File: src/rtl/reg_scoreboard.sv
// -----------------------------------------------------------------------------
// reg_scoreboard
//
// Purpose:
//     Tracks in-flight GPR writes between decode and write-back. Each GPR 1..31
//     keeps a small pending-write counter. Decode is stalled when an instruction
//     would read a GPR that still has a write outstanding. It is also stalled
//     when it would push a destination counter beyond MAX_PENDING. A write-back
//     that arrives in the same cycle is taken into account so that the value can
//     flow straight through.
//
// Ports:
//     clk                 in   1   rising-edge clock
//     reset               in   1   asynchronous, active-low reset
//     issue_valid         in   1   decode presents an instruction this cycle
//     issue_write_enable  in   1   presented instruction writes a GPR
//     issue_write_number  in   5   destination GPR of presented instruction
//     read_number1/2      in   5   source GPRs of presented instruction
//     read_use1/2         in   1   corresponding source is consumed
//     wb_valid            in   1   write-back commits a GPR write this cycle
//     wb_number           in   5   GPR being written back
//     stall               out  1   hold presented instruction in decode
//     busy_mask           out  32  bit i set while GPR i has a pending write
//     underflow_err       out  1   sticky: write-back seen with nothing pending
// -----------------------------------------------------------------------------
module reg_scoreboard #(
    parameter int MAX_PENDING = 3,
    parameter int CNT_W       = 2
) (
    input  logic        clk,
    input  logic        reset,
    input  logic        issue_valid,
    input  logic        issue_write_enable,
    input  logic [4:0]  issue_write_number,
    input  logic [4:0]  read_number1,
    input  logic [4:0]  read_number2,
    input  logic        read_use1,
    input  logic        read_use2,
    input  logic        wb_valid,
    input  logic [4:0]  wb_number,
    output logic        stall,
    output logic [31:0] busy_mask,
    output logic        underflow_err
);

    // Pending-write counters for GPR 1..31; GPR 0 has no storage.
    logic [CNT_W-1:0] r_pend [1:31];
    logic             r_underflow;

    // Read view of the counters with GPR 0 hard-wired to "nothing pending",
    // so the lookups below can index with any 5-bit register number.
    logic [CNT_W-1:0] w_pend [0:31];

    logic [CNT_W-1:0] w_src1Pend;
    logic [CNT_W-1:0] w_src2Pend;
    logic [CNT_W-1:0] w_dstPend;
    logic [CNT_W-1:0] w_wbPend;
    logic             w_haz1;
    logic             w_haz2;
    logic             w_full;
    logic             w_incEn;
    logic             w_decEn;
    logic             w_under;
    logic [31:0]      w_incVec;
    logic [31:0]      w_decVec;

    assign w_pend[0]    = '0;
    assign busy_mask[0] = 1'b0;

    genvar gi;
    generate
        for (gi = 1; gi < 32; gi++) begin : g_view
            assign w_pend[gi]    = r_pend[gi];
            assign busy_mask[gi] = (r_pend[gi] != '0);
        end
    endgenerate

    // Hazard and capacity checks. A source with exactly one pending write
    // is readable when that write retires this very cycle. A full destination
    // can accept another issue when one of its writes retires this cycle.
    always_comb begin
        w_src1Pend = w_pend[read_number1];
        w_src2Pend = w_pend[read_number2];
        w_dstPend  = w_pend[issue_write_number];
        w_wbPend   = w_pend[wb_number];

        w_haz1 = read_use1 && (read_number1 != 5'd0) && (w_src1Pend != '0)
                 && !((w_src1Pend == CNT_W'(1)) && wb_valid && (wb_number == read_number1));
        w_haz2 = read_use2 && (read_number2 != 5'd0) && (w_src2Pend != '0)
                 && !((w_src2Pend == CNT_W'(1)) && wb_valid && (wb_number == read_number2));
        w_full = issue_write_enable && (issue_write_number != 5'd0)
                 && (w_dstPend == CNT_W'(MAX_PENDING))
                 && !(wb_valid && (wb_number == issue_write_number));

        stall = issue_valid && (w_haz1 || w_haz2 || w_full);

        w_incEn = issue_valid && !stall && issue_write_enable && (issue_write_number != 5'd0);
        w_decEn = wb_valid && (wb_number != 5'd0) && (w_wbPend != '0);
        w_under = wb_valid && (wb_number != 5'd0) && (w_wbPend == '0);

        w_incVec = w_incEn ? (32'd1 << issue_write_number) : 32'd0;
        w_decVec = w_decEn ? (32'd1 << wb_number) : 32'd0;
    end

    // Counter update. An issue and a retire that hit the same GPR in one
    // cycle cancel out. Distinct GPRs update independently. Increments can
    // never pass MAX_PENDING because a full destination stalls the issue.
    always_ff @(posedge clk or negedge reset) begin
        if (!reset) begin
            for (int i = 1; i < 32; i++) begin
                r_pend[i] <= '0;
            end
            r_underflow <= 1'b0;
        end else begin
            for (int i = 1; i < 32; i++) begin
                if (w_incVec[i] && !w_decVec[i]) begin
                    r_pend[i] <= r_pend[i] + CNT_W'(1);
                end else if (w_decVec[i] && !w_incVec[i]) begin
                    r_pend[i] <= r_pend[i] - CNT_W'(1);
                end
            end
            if (w_under) begin
                r_underflow <= 1'b1;
            end
        end
    end

    assign underflow_err = r_underflow;

endmodule

File: config.mk
export PLATFORM = sky130hd
export DESIGN_NAME = reg_scoreboard
export DESIGN_NICKNAME = d
export VERILOG_FILES = /design/src/rtl/reg_scoreboard.sv
export SDC_FILE = /design/constraint.sdc
export NUM_CORES = 1
export LEC_CHECK = 0
export ABC_CLOCK_PERIOD_IN_PS = 5400
export CAP_MARGIN = 15
export CORE_MARGIN = 10
export CORE_UTILIZATION = 40
export CTS_CLUSTER_DIAMETER = 60
export DETAILED_ROUTE_END_ITERATION = 16
export GPL_TIMING_DRIVEN = 0
export SYNTH_ARGS = -nofsm -noshare
export SYNTH_HDL_FRONTEND = slang
export SYNTH_SLANG_ARGS = --single-unit
File: constraint.sdc
create_clock -name clk -period 5.4 [get_ports clk]
set_input_delay 1.35 -clock clk [delete_from_list [all_inputs] [get_ports clk]]
set_output_delay 1.35 -clock clk [all_outputs]
set_load 0.01 [all_outputs]
Word-level counts from Yosys, hierarchy flattened
Index checks and enable logic that the tools add are counted.
- register bits after elaboration: 63
- latch bits: 0
- memory bits (writable): 0
- bits in read-only memories: 0
- input port bits: 27
- memories kept: 0
- add/sub/neg operators: 62
- multipliers: 0
- div/mod/pow operators: 0
- magnitude comparators: 4
- equality and inequality tests: 6
- shift operators: 2
- muxes and demuxes: 76
- bitwise gates (word level): 4
- reductions and logical operators: 221
- operators with widths (cell ; count):
    2-bit 2-to-1 mux ; 70
    2-bit nonzero test ; 65
    1-bit logical AND ; 83
    1-bit zero test ; 66
    32-bit 2-to-1 mux ; 2
    1-bit by 5-bit << shifter with 32-bit output (first input constant) ; 2
    2-bit by 1-bit adder with 2-bit output (second input constant) ; 31
    2-bit by 1-bit subtractor with 2-bit output (second input constant) ; 31
    2-bit binary-select mux with 5-bit select ; 4
    6-bit >= comparator (second input constant) ; 4
    5-bit inverter with 6-bit output ; 4
    5-bit nonzero test ; 4
    5-bit equality test ; 3
    2-bit by 1-bit equality test with 1-bit output (second input constant) ; 2
    2-bit equality test (second input constant) ; 1
    2-bit zero test ; 1
    1-bit logical OR ; 2

Longest topological paths before layout
- word-level depth: 21
- mapped depth: 16
- depth with buffers taken out: 11

Worst setup path after synthesis
No wires, ideal clock.
- path type: input -> output
- start point: input read_number1[1]
- end point: output stall
- arrival: 3.712 ns
- data required time: 4.050 ns
- setup slack: 0.338 ns
- stages on the path: 9
- cell sequence: clkbuf_1 -> clkbuf_1 -> mux4_2 -> mux2i_1 -> nor2_1 -> or4_1 -> buf_2 -> buf_6 -> and2_1
- word-level cells in the longest chain between the ends: 12
- elaborated cells between the ends (all ways): 17
- those cells by class: eq/ne (2); mux (3); bitwise (1); reduce/logical (11)
- ends and longest elaborated chain (item ; RTL line ; RTL):
    start: declaration ; 35 ; input logic [4:0] read_number1,
    5-bit inverter with 6-bit output (not written as such) ; 82 ; w_src1Pend = w_pend[read_number1];
    2-bit binary-select mux with 5-bit select ; 82 ;
    2-bit 2-to-1 mux (not written as such) (2 in a row) ; 82 ;
    2-bit by 1-bit equality test with 1-bit output ; 88 ; && !((w_src1Pend == CNT_W'(1)) && wb_valid && (wb_number == read_number1));
    1-bit logical AND (2 in a row) ; 88 ;
    1-bit zero test ; 88 ;
    1-bit logical AND (*) ; 88 ;
    1-bit logical OR (*) (2 in a row) ; 95 ; stall = issue_valid && (w_haz1 || w_haz2 || w_full);
    1-bit logical AND (*) ; 95 ;
    end: declaration ; 41 ; output logic stall,
Mark *: on every way between the ends. The rest lies on a longest branch, timed or not. The select of a mux whose other input is x is not followed.

Worst setup path in the final report
- start point: input read_number1[0]
- end point: output stall
Same word-level chain as after synthesis.

==> results by group <==
Outcome
  – Status: finished, final reports clean

Clock network
  – CTS hold repair buffers: 0
  – Num CTS Buffers: 9
  – Clock transition at path regs: 60 ps
  – H-tree depth: 3
  – CTS tree: done
  – Clock Latency Late Sink: 340 ps
  – Clk buf depth: 2
  – CTS Sinks: 63
  – CTS Root Cell: clkbuf_16

Critical path
  – Cells on worst reg2reg path: 12
  – R2r setup slk: 1660 ps
  – Launch point of the worst reg-to-reg path: r_pend[40]
  – Crit path max fanout: 10
  – Critical Path RT: 4050 ps
  – Critical Path End Type: output pin
  – Critical path type: in -> out
  – Crit path launch type: input pin
  – WP data arrival: 3970 ps
  – Worst reg2reg path endpoint: r_pend[23]

Min path
  – Min-delay src: underflow_err
  – Hold crit path type: reg -> reg
  – Worst Hold Depth: 1
  – Hold Path End: underflow_err

Logic synthesis
  – Mapped Area: 0.00562 mm2
  – Mapped Avg Cell Area: 9.90 um2
  – Netlist cell types: 55
  – Largest area contributor in the netlist: dfrtp_1
  – Number of synthesized flops with an enable pin: 0
  – Syn Inst Count: 567
  – Post-synthesis sequential area ratio: 28.1%
  – Top cells by area, synth: dfrtp_1 28%, mux4_2 14%, xor2_1 11%
  – Top-count cell post-synth: xor2_1
  – Async SR Flop Fraction: 100%
  – Syn_nets: 625
  – Ys flop type: dfrtp_1
  – Ys Warns: 0
  – Synth top area share: 28.1%
  – Post-synthesis register bit count: 63
  – Synth cell count leaders: 70 x xor2_1, 63 x dfrtp_1, 48 x nand2_1

Global route
  – Grt total ovfl: 0
  – First-pass GRT wire length: 29.4 mm
  – Largest net degree at the start of global routing: 64
  – Vias in the first global route: 4872
  – Antenna violations before repair: 0
  – Gr usage total: 19.2%

Power
  – Static Leakage: 2.97 nW
  – Peak supply drop: 0.166 mV
  – Pwr dens: 485 mW/mm2

Place
  – Dpl ws: -1290 ps
  – Dpl hpwl: 14.3 mm
  – Placed cells: 797
  – I/O Buffers: 50
  – GPL Wtd Cong: 1.01

Floorplan
  – Die Height: 138 um
  – Core Region: 0.0138 mm2
  – Die X: 138 um
  – FP Rows: 43
  – I/O pin count: 61
  – Die area: 0.0192 mm2
  – Initial Util: 40.6%

Final layout
  – Layout Cells excl Fill: 814
  – Share of cells above drive strength 1: 20.8%
  – Area delta synth->final: 20.1%
  – Nets: 688
  – Ant diodes: 0

Route
  – Drt wl/cell: 23.1 um
  – DRC viols: 0
  – Drt total wl: 18.8 mm
  – Routed vias/inst: 5.99
  – Initial DRT Pass Iterations: 5
  – Routed vias: 4873
  – Starting DRC count in detailed routing: 739
  – Post-route ant nets: 0

STA
  – Tcrit/Tclk final: 98.6%
  – Setup tns final: 0 ps
  – Number of max-slew violations in the final report: 0
  – RSZ-0062 raised after global routing: no
  – Final setup margin: 75.3 ps
  – Relative slew slack: 25.4%
  – Final setup violation count: 0
  – Clk_skew: 10.1 ps
  – Max Fclk: 188 MHz
  – Least-Margin Pin Slew: 1110 ps
  – Final hold slack: 502 ps
  – Tmin final: 5320 ps
  – Final hold vios: 0

Run
  – Max capacitance violation total: 0
[state kept, by name, summed over array words and instances (netlist names)]
register / count
r_pend: 62
underflow_err: 1
[worst max path at each step]
stage	from	to	slack [ps]
global route	read_number1[0]	stall	30
detailed placement	read_number1[2]	stall	-1290
global placement	read_number1[2]	stall	-1280
CTS	read_number1[0]	stall	3
finish	read_number1[0]	stall	80
floorplan	read_number1[1]	stall	340
[layer usage]
metal  vias up  track usage (%)  wire length [um]
li1       2158                -                 -
met1      2370             25.4              7710
met2       297             30.7              8720
met3        48             2.98              1690
met4         0             7.60               665
met5         -                0                 0
[where the power goes]
part	internal (mW)	total (mW)	switching [mW]	leakage, nW
Sequential	0.685	1.07	0.384	0.811
Combinational	0.914	1.61	0.695	2.00
Clock	0.377	0.595	0.217	0.151
[logic make-up (layout without fill, tap and decap cells)]
group | after synthesis | in the layout | share of synthesized area, %
other | 1 | 1 | 0.0668
and+or+nand+nor | 218 | 218 | 19.9
buffers and inverters | 41 | 108 | 3.56
xor gates and xnor gates | 108 | 108 | 16.8
AOI/OAI and AO/OA | 41 | 41 | 5.24
adders and majority gates | 31 | 31 | 6.91
DFF | 63 | 63 | 28.1
muxes | 64 | 64 | 19.5
[cell usage in the layout (no fill, tap or decap), drive strengths merged, types with 3 or more instances in the layout]
master and count:
a311oi 4, a31oi 5, buf 18, clkbuf 34, clkdlybuf4s50 44, clkinv 4, dfrtp 63, ha 31
inv 5, mux2 11, mux2i 18, mux4 35, nand2 48, nand2b 4, nand3 21, nand3b 9
nand4 3, nand4b 3, nor2 44, nor2b 4, nor3 31, nor3b 3, nor4 7, o211ai 3
o21ai 10, or2 31, or4 3, xnor2 38, xor2 70
[critical path: stages]
cell and delay (ps):
buf_12 130, buf_12 110, buf_4 150, mux4_2 510, mux2i_2 220, mux2i_1 150
o2111ai_1 220, o31ai_1 100, or4_1 440, buf_6 160, buf_6 140, and2_1 160
clkbuf_2 120
[stage by stage]
stage	instance area [um2]	total power, mW	utilization, %
6_report	6750	3.27	48.8
5_1_grt	6750	3.44	48.8
4_1_cts	6730	3.26	48.7
3_5_place_dp	6340	2.64	45.8
3_3_place_gp	6340	2.61	45.9
2_1_floorplan	5620	1.92	-
[what timing repair did]
action                     CTS  global route
setup buffers                2             0
gates cloned                 0             0
gates resized for setup     42            16
setup endpoints to repair    5             1
[area by class of cell]
| type | instances | area [um2] |
|---|---|---|
| fillers | 1258 | 7080 |
| multi-input cells | 463 | 3860 |
| flip-flops and latches | 63 | 1580 |
| repair buffers | 52 | 499 |
| plain buffers | 35 | 263 |
| clock buffers | 11 | 253 |
| well taps | 180 | 225 |
| clock inverters | 4 | 45.0 |
| inverters | 6 | 22.5 |
Power figures use the tool's default switching activity.
